## src/rtl/booth_pkg.sv

```systemverilog
// ============================================================================
// Module  : booth_pkg
// Brief   : Shared FSM state encoding and Booth operation codes for booth_seq_mult.
// Revision: 1.0 - initial release
// ============================================================================
`default_nettype none

package booth_pkg;

  localparam logic [1:0] S_IDLE = 2'd0;
  localparam logic [1:0] S_CALC = 2'd1;
  localparam logic [1:0] S_DONE = 2'd2;

  typedef enum logic [1:0] {
    ST_IDLE = S_IDLE,
    ST_CALC = S_CALC,
    ST_DONE = S_DONE
  } state_t;

  // Booth recoding of the pair {Q[0], Q_-1}
  localparam logic [1:0] OP_HOLD0 = 2'b00;
  localparam logic [1:0] OP_ADD   = 2'b01;
  localparam logic [1:0] OP_SUB   = 2'b10;
  localparam logic [1:0] OP_HOLD1 = 2'b11;

endpackage

`default_nettype wire

```

## src/rtl/booth_step.sv

```systemverilog
// ============================================================================
// Module  : booth_step
// Brief   : One combinational radix-2 Booth iteration (add/sub, then arithmetic shift).
// Revision: 1.0 - initial release
// ============================================================================
`default_nettype none

module booth_step
  import booth_pkg::*;
#(
  parameter int AW = 5,
  parameter int QW = 4
) (
  input  logic [AW-1:0] a,
  input  logic [QW-1:0] q,
  input  logic          qm1,
  input  logic [AW-1:0] m,
  output logic [AW-1:0] a_nxt,
  output logic [QW-1:0] q_nxt,
  output logic          qm1_nxt
);

  logic [AW-1:0] sum;

  always_comb begin
    sum = a;
    case ({q[0], qm1})
      OP_ADD:  sum = a + m;
      OP_SUB:  sum = a - m;
      default: sum = a;
    endcase
    {a_nxt, q_nxt, qm1_nxt} = {sum[AW-1], sum, q};
  end

endmodule

`default_nettype wire

```

## src/rtl/booth_seq_mult.sv

```systemverilog
// ============================================================================
// Module  : booth_seq_mult
// Brief   : Sequential radix-2 Booth multiplier, one iteration per clock, start/busy/done.
//           Optional macro BOOTH_UNSIGNED_MODE_EN adds an is_signed input for unsigned products.
// Revision: 1.0 - initial release
// ============================================================================
`default_nettype none

module booth_seq_mult
  import booth_pkg::*;
#(
  parameter int WIDTH = 4
) (
  input  logic               clk,
  input  logic               rst,
  input  logic               start,
  input  logic [WIDTH-1:0]   m,
  input  logic [WIDTH-1:0]   q,
`ifdef BOOTH_UNSIGNED_MODE_EN
  input  logic               is_signed,
`endif
  output logic               busy,
  output logic               done,
  output logic [2*WIDTH-1:0] z
);

  localparam int AW = WIDTH + 1;
`ifdef BOOTH_UNSIGNED_MODE_EN
  localparam int QW = WIDTH + 1;
`else
  localparam int QW = WIDTH;
`endif
  localparam int CW = $clog2(WIDTH + 2);

  state_t          state, state_nxt;
  logic [AW-1:0]   a, mr, a_nxt;
  logic [QW-1:0]   qr, q_nxt;
  logic            qm1, qm1_nxt;
  logic [CW-1:0]   count;
  logic            last;
  logic [2*WIDTH-1:0] z_calc;
`ifdef BOOTH_UNSIGNED_MODE_EN
  logic            uns;
`endif

  booth_step #(.AW(AW), .QW(QW)) u_step (
    .a       (a),
    .q       (qr),
    .qm1     (qm1),
    .m       (mr),
    .a_nxt   (a_nxt),
    .q_nxt   (q_nxt),
    .qm1_nxt (qm1_nxt)
  );

  assign last = (count == CW'(1));

`ifdef BOOTH_UNSIGNED_MODE_EN
  // Signed runs stop one shift early, leaving the unused sign copy in q_nxt[0].
  assign z_calc = uns ? {a_nxt[WIDTH-2:0], q_nxt}
                      : {a_nxt[WIDTH-1:0], q_nxt[WIDTH:1]};
`else
  assign z_calc = {a_nxt[WIDTH-1:0], q_nxt};
`endif

  always_ff @(posedge clk or posedge rst) begin
    if (rst) state <= ST_IDLE;
    else     state <= state_nxt;
  end

  always_comb begin
    state_nxt = state;
    busy      = 1'b0;
    done      = 1'b0;
    case (state)
      ST_IDLE: if (start) state_nxt = ST_CALC;
      ST_CALC: begin
        busy = 1'b1;
        if (last) state_nxt = ST_DONE;
      end
      ST_DONE: begin
        busy      = 1'b1;
        done      = 1'b1;
        state_nxt = ST_IDLE;
      end
      default: state_nxt = ST_IDLE;
    endcase
  end

  always_ff @(posedge clk or posedge rst) begin
    if (rst) begin
      a     <= '0;
      mr    <= '0;
      qr    <= '0;
      qm1   <= 1'b0;
      count <= '0;
      z     <= '0;
`ifdef BOOTH_UNSIGNED_MODE_EN
      uns   <= 1'b0;
`endif
    end else begin
      case (state)
        ST_IDLE: if (start) begin
          a   <= '0;
          qm1 <= 1'b0;
`ifdef BOOTH_UNSIGNED_MODE_EN
          uns <= ~is_signed;
          if (is_signed) begin
            mr    <= {m[WIDTH-1], m};
            qr    <= {q[WIDTH-1], q};
            count <= CW'(WIDTH);
          end else begin
            mr    <= {1'b0, m};
            qr    <= {1'b0, q};
            count <= CW'(WIDTH + 1);
          end
`else
          mr    <= {m[WIDTH-1], m};
          qr    <= q;
          count <= CW'(WIDTH);
`endif
        end
        ST_CALC: begin
          a     <= a_nxt;
          qr    <= q_nxt;
          qm1   <= qm1_nxt;
          count <= count - CW'(1);
          if (last) z <= z_calc;
        end
        default: ;
      endcase
    end
  end

endmodule

`default_nettype wire

```

## config.mk

```make
export PLATFORM = sky130hd
export DESIGN_NAME = booth_seq_mult
export DESIGN_NICKNAME = d
export VERILOG_FILES = /design/src/rtl/booth_pkg.sv /design/src/rtl/booth_step.sv /design/src/rtl/booth_seq_mult.sv
export SDC_FILE = /design/constraint.sdc
export NUM_CORES = 1
export LEC_CHECK = 0
export ABC_AREA = 1
export CAP_MARGIN = 10
export CORE_MARGIN = 2
export CORE_UTILIZATION = 32
export DETAILED_ROUTE_END_ITERATION = 10
export GPL_TIMING_DRIVEN = 0
export SLEW_MARGIN = 10
export SYNTH_ARGS = -nofsm -noshare
export SYNTH_HDL_FRONTEND = slang
export SYNTH_SLANG_ARGS = --single-unit
```

## constraint.sdc

```tcl
create_clock -name clk -period 5.5 [get_ports clk]
set_input_delay 1.1 -clock clk [delete_from_list [all_inputs] [get_ports clk]]
set_output_delay 1.1 -clock clk [all_outputs]
set_load 0.005 [all_outputs]
```

Word level (Yosys, flattened, before mapping)
Index checks and enable logic that the tools add are counted.
{"block": "totals", "ff_bits": 27, "inputBits": 11, "output_inout_bits": 10, "wordCells": 38}
{"block": "op_classes", "n_addsub": 3, "eq_ne": 7, "n_mux": 14, "n_reduce_logical": 7}
{"cell": "case mux 5 bit (2 select lines)", "count": 2}
{"cell": "case mux 4 bit (2 select lines)", "count": 1}
{"cell": "AND reduction 2 bit", "count": 4}
{"cell": "case mux 3 bit (2 select lines)", "count": 1}
{"cell": "adder 5 bit", "count": 1}
{"cell": "2-to-1 mux 5 bit", "count": 1}
{"cell": "subtractor 5 bit", "count": 1}
{"cell": "equality test 2 x 1 -> 1 bit (second input constant)", "count": 2}
{"cell": "equality test 2 bit (second input constant)", "count": 2}
{"cell": "2-to-1 mux 2 bit", "count": 2}
{"cell": "2-to-1 mux 4 bit", "count": 1}
{"cell": "inequality test 2 bit (second input constant)", "count": 2}
{"cell": "case mux 2 bit (2 select lines)", "count": 1}
{"cell": "equality test 3 x 1 -> 1 bit (second input constant)", "count": 1}
{"cell": "2-to-1 mux 1 bit", "count": 3}
{"cell": "2-to-1 mux 3 bit", "count": 1}
{"cell": "subtractor 3 x 1 -> 3 bit (second input constant)", "count": 1}
{"cell": "logical NOT 2 bit", "count": 1}
{"cell": "case mux 1 bit (2 select lines)", "count": 1}
{"cell": "nonzero test 2 bit", "count": 1}
{"cell": "OR reduction 2 bit", "count": 1}

Depth between registers and ports, before layout
{"block": "depth", "word_depth": 3, "mapped_depth": 15, "ltp_nobuf": 15}

Cells and area by module
Synthesis repeated with hierarchy kept, for this count alone.
{"block": "unflattened", "cells_unflattened": 209, "hier_area_um2": 1659.1}
{"mod": "booth_seq_mult", "n_inst": 1, "cells_each": 142, "area_each_um2": 1283.7, "seq_area_each_um2": 675.6}
{"mod": "booth_step", "n_inst": 1, "cells_each": 67, "area_each_um2": 375.4, "seq_area_each_um2": 0.0}

Least setup slack after synthesis
OpenSTA, ideal clock, no wires.
{"block": "synth_path", "kind": "flip-flop to flip-flop", "startpoint": "register mr[0]", "endpoint": "register a[3]", "setup_time_ps": 117, "arrival_ps": 1739, "required_ps": 5383, "path_slack_ps": 3645, "stages_incl_launch_ff": 14, "path_buffers": 0, "synth_period_minus_slack_ps": 1855, "path_cell_list": "dfrtp_1 -> inv_1 -> ha_1 -> inv_1 -> o21ai_0 -> fa_1 -> nor2_1 -> nor2_1 -> nand2_1 -> nand3_1 -> nand2_1 -> nand2_1 -> nand2_1 -> nand2_1"}
{"block": "synth_via", "elab_chain_cells": 3}
{"item": "start, declared", "line": "booth_seq_mult.sv:36", "source": "logic [AW-1:0] a, mr, a_nxt;"}
{"item": "start signal, assigned", "line": "booth_seq_mult.sv:118", "source": "mr <= {m[WIDTH-1], m};"}
{"item": "subtractor 5 bit or adder 5 bit (tied branches)", "line": "booth_step.sv:29, booth_step.sv:28"}
{"item": "case mux 5 bit (2 select lines) (*)", "line": "booth_step.sv:27", "source": "case ({q[0], qm1})"}
{"item": "case mux 5 bit (2 select lines) (*)", "line": "booth_seq_mult.sv:102", "source": "case (state)"}
{"item": "end signal, assigned", "line": "booth_seq_mult.sv:124", "source": "a <= a_nxt;"}
{"item": "end, declared", "line": "booth_seq_mult.sv:36"}
Mark *: on every way between the ends. The rest lies on a longest branch, timed or not.
A chain may end at the register's enable or synchronous reset.

Worst setup path after layout
{"block": "layout_path", "startpoint": "register state[0]", "endpoint": "output port busy"}
{"block": "layout_via", "elab_chain_cells": 3}
{"item": "start, declared", "line": "booth_seq_mult.sv:35", "source": "state_t state, state_nxt;"}
{"item": "start signal, assigned", "line": "booth_seq_mult.sv:68", "source": "else state <= state_nxt;"}
{"item": "equality test 2 x 1 -> 1 bit or equality test 2 bit (tied branches)", "line": "booth_seq_mult.sv:75", "source": "case (state)"}
{"item": "OR reduction 2 bit (no line) (*)"}
{"item": "2-to-1 mux 1 bit (*)", "line": "booth_seq_mult.sv:75"}
{"item": "end, declared", "line": "booth_seq_mult.sv:22", "source": "output logic busy,"}
Marked as above.

==> results.cfg <==
[power]
vdd_drop_max_mv = 0.1958
powerDensity_nw_per_um2 = 646.5
power_leakage_uw = 0.0008827

[global_route]
antenna_found_initial = 0
grt_pass1_wl_mm = 4.754
grt_overflow = 0
grt_start_max_net_pins = 27
grt_pass1_vias = 1033
grt_usage = 0.1191

[yosys]
ys.flop_type = dfrtp_1
seq_area_frac_synth = 0.4518
netlist_instances = 172
synth_common_cells = nand2_1 (46), inv_1 (27), dfrtp_1 (26)
ys_warn_count = 0
ys_types = 26
synth_top_area_share = 0.4518
synthesis.area_um2 = 1440
synth_edf_count = 0
syn_area_per_cell_um2 = 8.373
synth_most_common_cell = nand2_1
synth.top_cells.by_area = dfrtp_1 (45%), nand2_1 (12%), ha_1 (9.6%), inv_1 (7.0%), o21ai_0 (4.2%)
synth_top_area_cell = dfrtp_1
synth-async-reset-ratio = 1.000
yosys_register_bits = 26
synth_nets = 195

[worst_hold_path]
hold_class = reg2reg
min_from = z[3]

[timing]
rsz0062_at_grt = false
min_period_over_period = 0.4701
relSlewSlack = 0.3418
fin_setup_tns_ps = 0
worst_slew_pin_slew_ps = 986.2
holdWs_ps = 482.8
setup_violations = 0
max_freq_ghz = 0.3867
hold_viol_final = 0
period_needed_ps = 2586
clock_skew_ps = 5.876
final_max_slew_viol_count = 0

[routing]
drtIter0Drc = 52
wirelength_mm = 2.717
drtAntennaViolNets = 0
drc_errors = 0
via_count = 1112
dr.pass1.iters = 5
post_drt_via_cell_ratio = 4.484
wl_per_cell_um = 10.96

[place]
gp_congestion = 0.7305
post-place-cells = 244
place.detailed.hpwl_mm = 2.128
portBuffers = 20

[setup_path]
arrival_ps = 1490
cp_slowest_stage_delay_ps = 500
cp.required_ps = 4400
crit_buf_inv = 2
path_max_fanout = 3
r2r-start = qm1
cp-start-kind = flop
startpoint = state[0]
slowest_stage = clkdlybuf4s50_1
crit_chain = inv_1 -> ha_1 -> clkdlybuf4s50_1
endpoint_kind = primary output
crit_family = buffers and inverters
path_class = reg2out

[clock_network]
cts.hold.buffers_added = 0
numCtsBuffers = 3
clockBufferDepth = 2
cts_tree = done
cts_sinks = 26
cts_resized = 0
insertion_delay_ps = 280
root_buffer = clkbuf_8
clk_pin_slew_ps = 90
htree_levels = 1
postCtsSetupBuffers = 0

[layout]
layout-drive-gt1-share = 0.05612
area_growth_pct = 23.37
num-fill-cells = 444
finalNetCount = 220
regArea_um2 = 650.6
n_antenna_cell = 0
multiInputGateArea_um2 = 664.4
layout.cells.non_filler = 248

[run_status]
status = completed

[die]
rows = 24
ios = 21
start_util = 0.3307
core_area_um2 = 4354
die_area_um2 = 5053
fp.dieH_um = 71.09
die_w_um = 71.09

[job]
cap_violations = 0
## worst reg2reg max path, delay by kind of cell, from the launching register on
family / cells / cell delay [ps]
fa+ha+maj: 2 / 780
simple gates: 8 / 540
flops: 1 / 370
compound gates: 1 / 210
buf+inv: 1 / 80
## power by group
group | internal [uW] | switching [uW] | leakage [uW] | total, uW
registers | 275 | 43.6 | 0.000331 | 319
logic | 292 | 377 | 0.000516 | 669
clock network | 97.6 | 63.1 | 0.0000357 | 161
## placed cells by master (no fill, tap or decap), types with 2 or more instances in the layout
cell type | synthesis | final
a21oi_1 | 4 | 4
clkbuf_8 | 0 | 3
clkdlybuf4s50_1 | 0 | 20
dfrtp_1 | 26 | 26
ha_1 | 11 | 11
inv_1 | 27 | 27
inv_2 | 2 | 2
nand2_1 | 46 | 46
nand3_1 | 8 | 8
nand3b_1 | 2 | 2
nor2_1 | 8 | 8
o211ai_1 | 2 | 2
o21ai_0 | 12 | 12
o21ai_1 | 4 | 4
o22ai_1 | 6 | 6
xnor2_1 | 2 | 2
## worst paths after layout
check                           end  slack (ps)  cells after the start
hold reg to reg                z[3]         480                      2
setup reg to reg               a[3]        3420                     12
max in group asynchronous  state[1]        3550                      2
min in group asynchronous     qr[1]        1340                      2
hold / removal                 z[3]         480                      2
setup / recovery               busy        2910                      3
## metrics by stage
| stage | total power, uW | cell area (um^2) | util | setup slack [ps] |
|---|---|---|---|---|
| after detailed placement | 999.4 | 1705 | 0.3917 | 3146 |
| after global routing | 1269 | 1777 | 0.4080 | 2852 |
| final | 1149 | 1777 | 0.4080 | 2914 |
| after CTS | 1161 | 1777 | 0.4080 | 2902 |
| after global placement | 985.0 | 1705 | 0.3917 | 3169 |
| after floorplan | 813.8 | 1440 | - | 3645 |
## logic make-up after synthesis
logic type,Yosys count,share of synthesized area
buffers and inverters,31,0.08688
adders and majority gates,12,0.1095
xor gates and xnor gates,3,0.01825
muxes,1,0.006951
DFF,26,0.4518
AOI/OAI and AO/OA,33,0.1390
and+or+nand+nor,66,0.1877
## registers in the layout, indices dropped and copies added (netlist names)
register	flops
z	8
a	4
mr	4
qr	4
count	3
state	2
qm1	1
## routing by layer
layer	wire length, um	global-route usage	up-vias	part of all wire
li1	-	-	611	-
met1	1417	0.1739	479	0.52
met2	1167	0.1734	18	0.43
met3	76	0.02564	4	0.028
met4	55	0.04403	0	0.020
met5	0	0	-	0
## area by class of cell
cell class | instances | area share
tap | 52 | 0.03662
timing repair buffer | 20 | 0.1127
buffer | 2 | 0.009155
sequential | 26 | 0.3662
clock buffer | 3 | 0.02324
clock inverter | 1 | 0.01690
multi-input combinational | 115 | 0.3739
inverter | 29 | 0.06127
No activity file was read; power rests on OpenSTA's default activity.
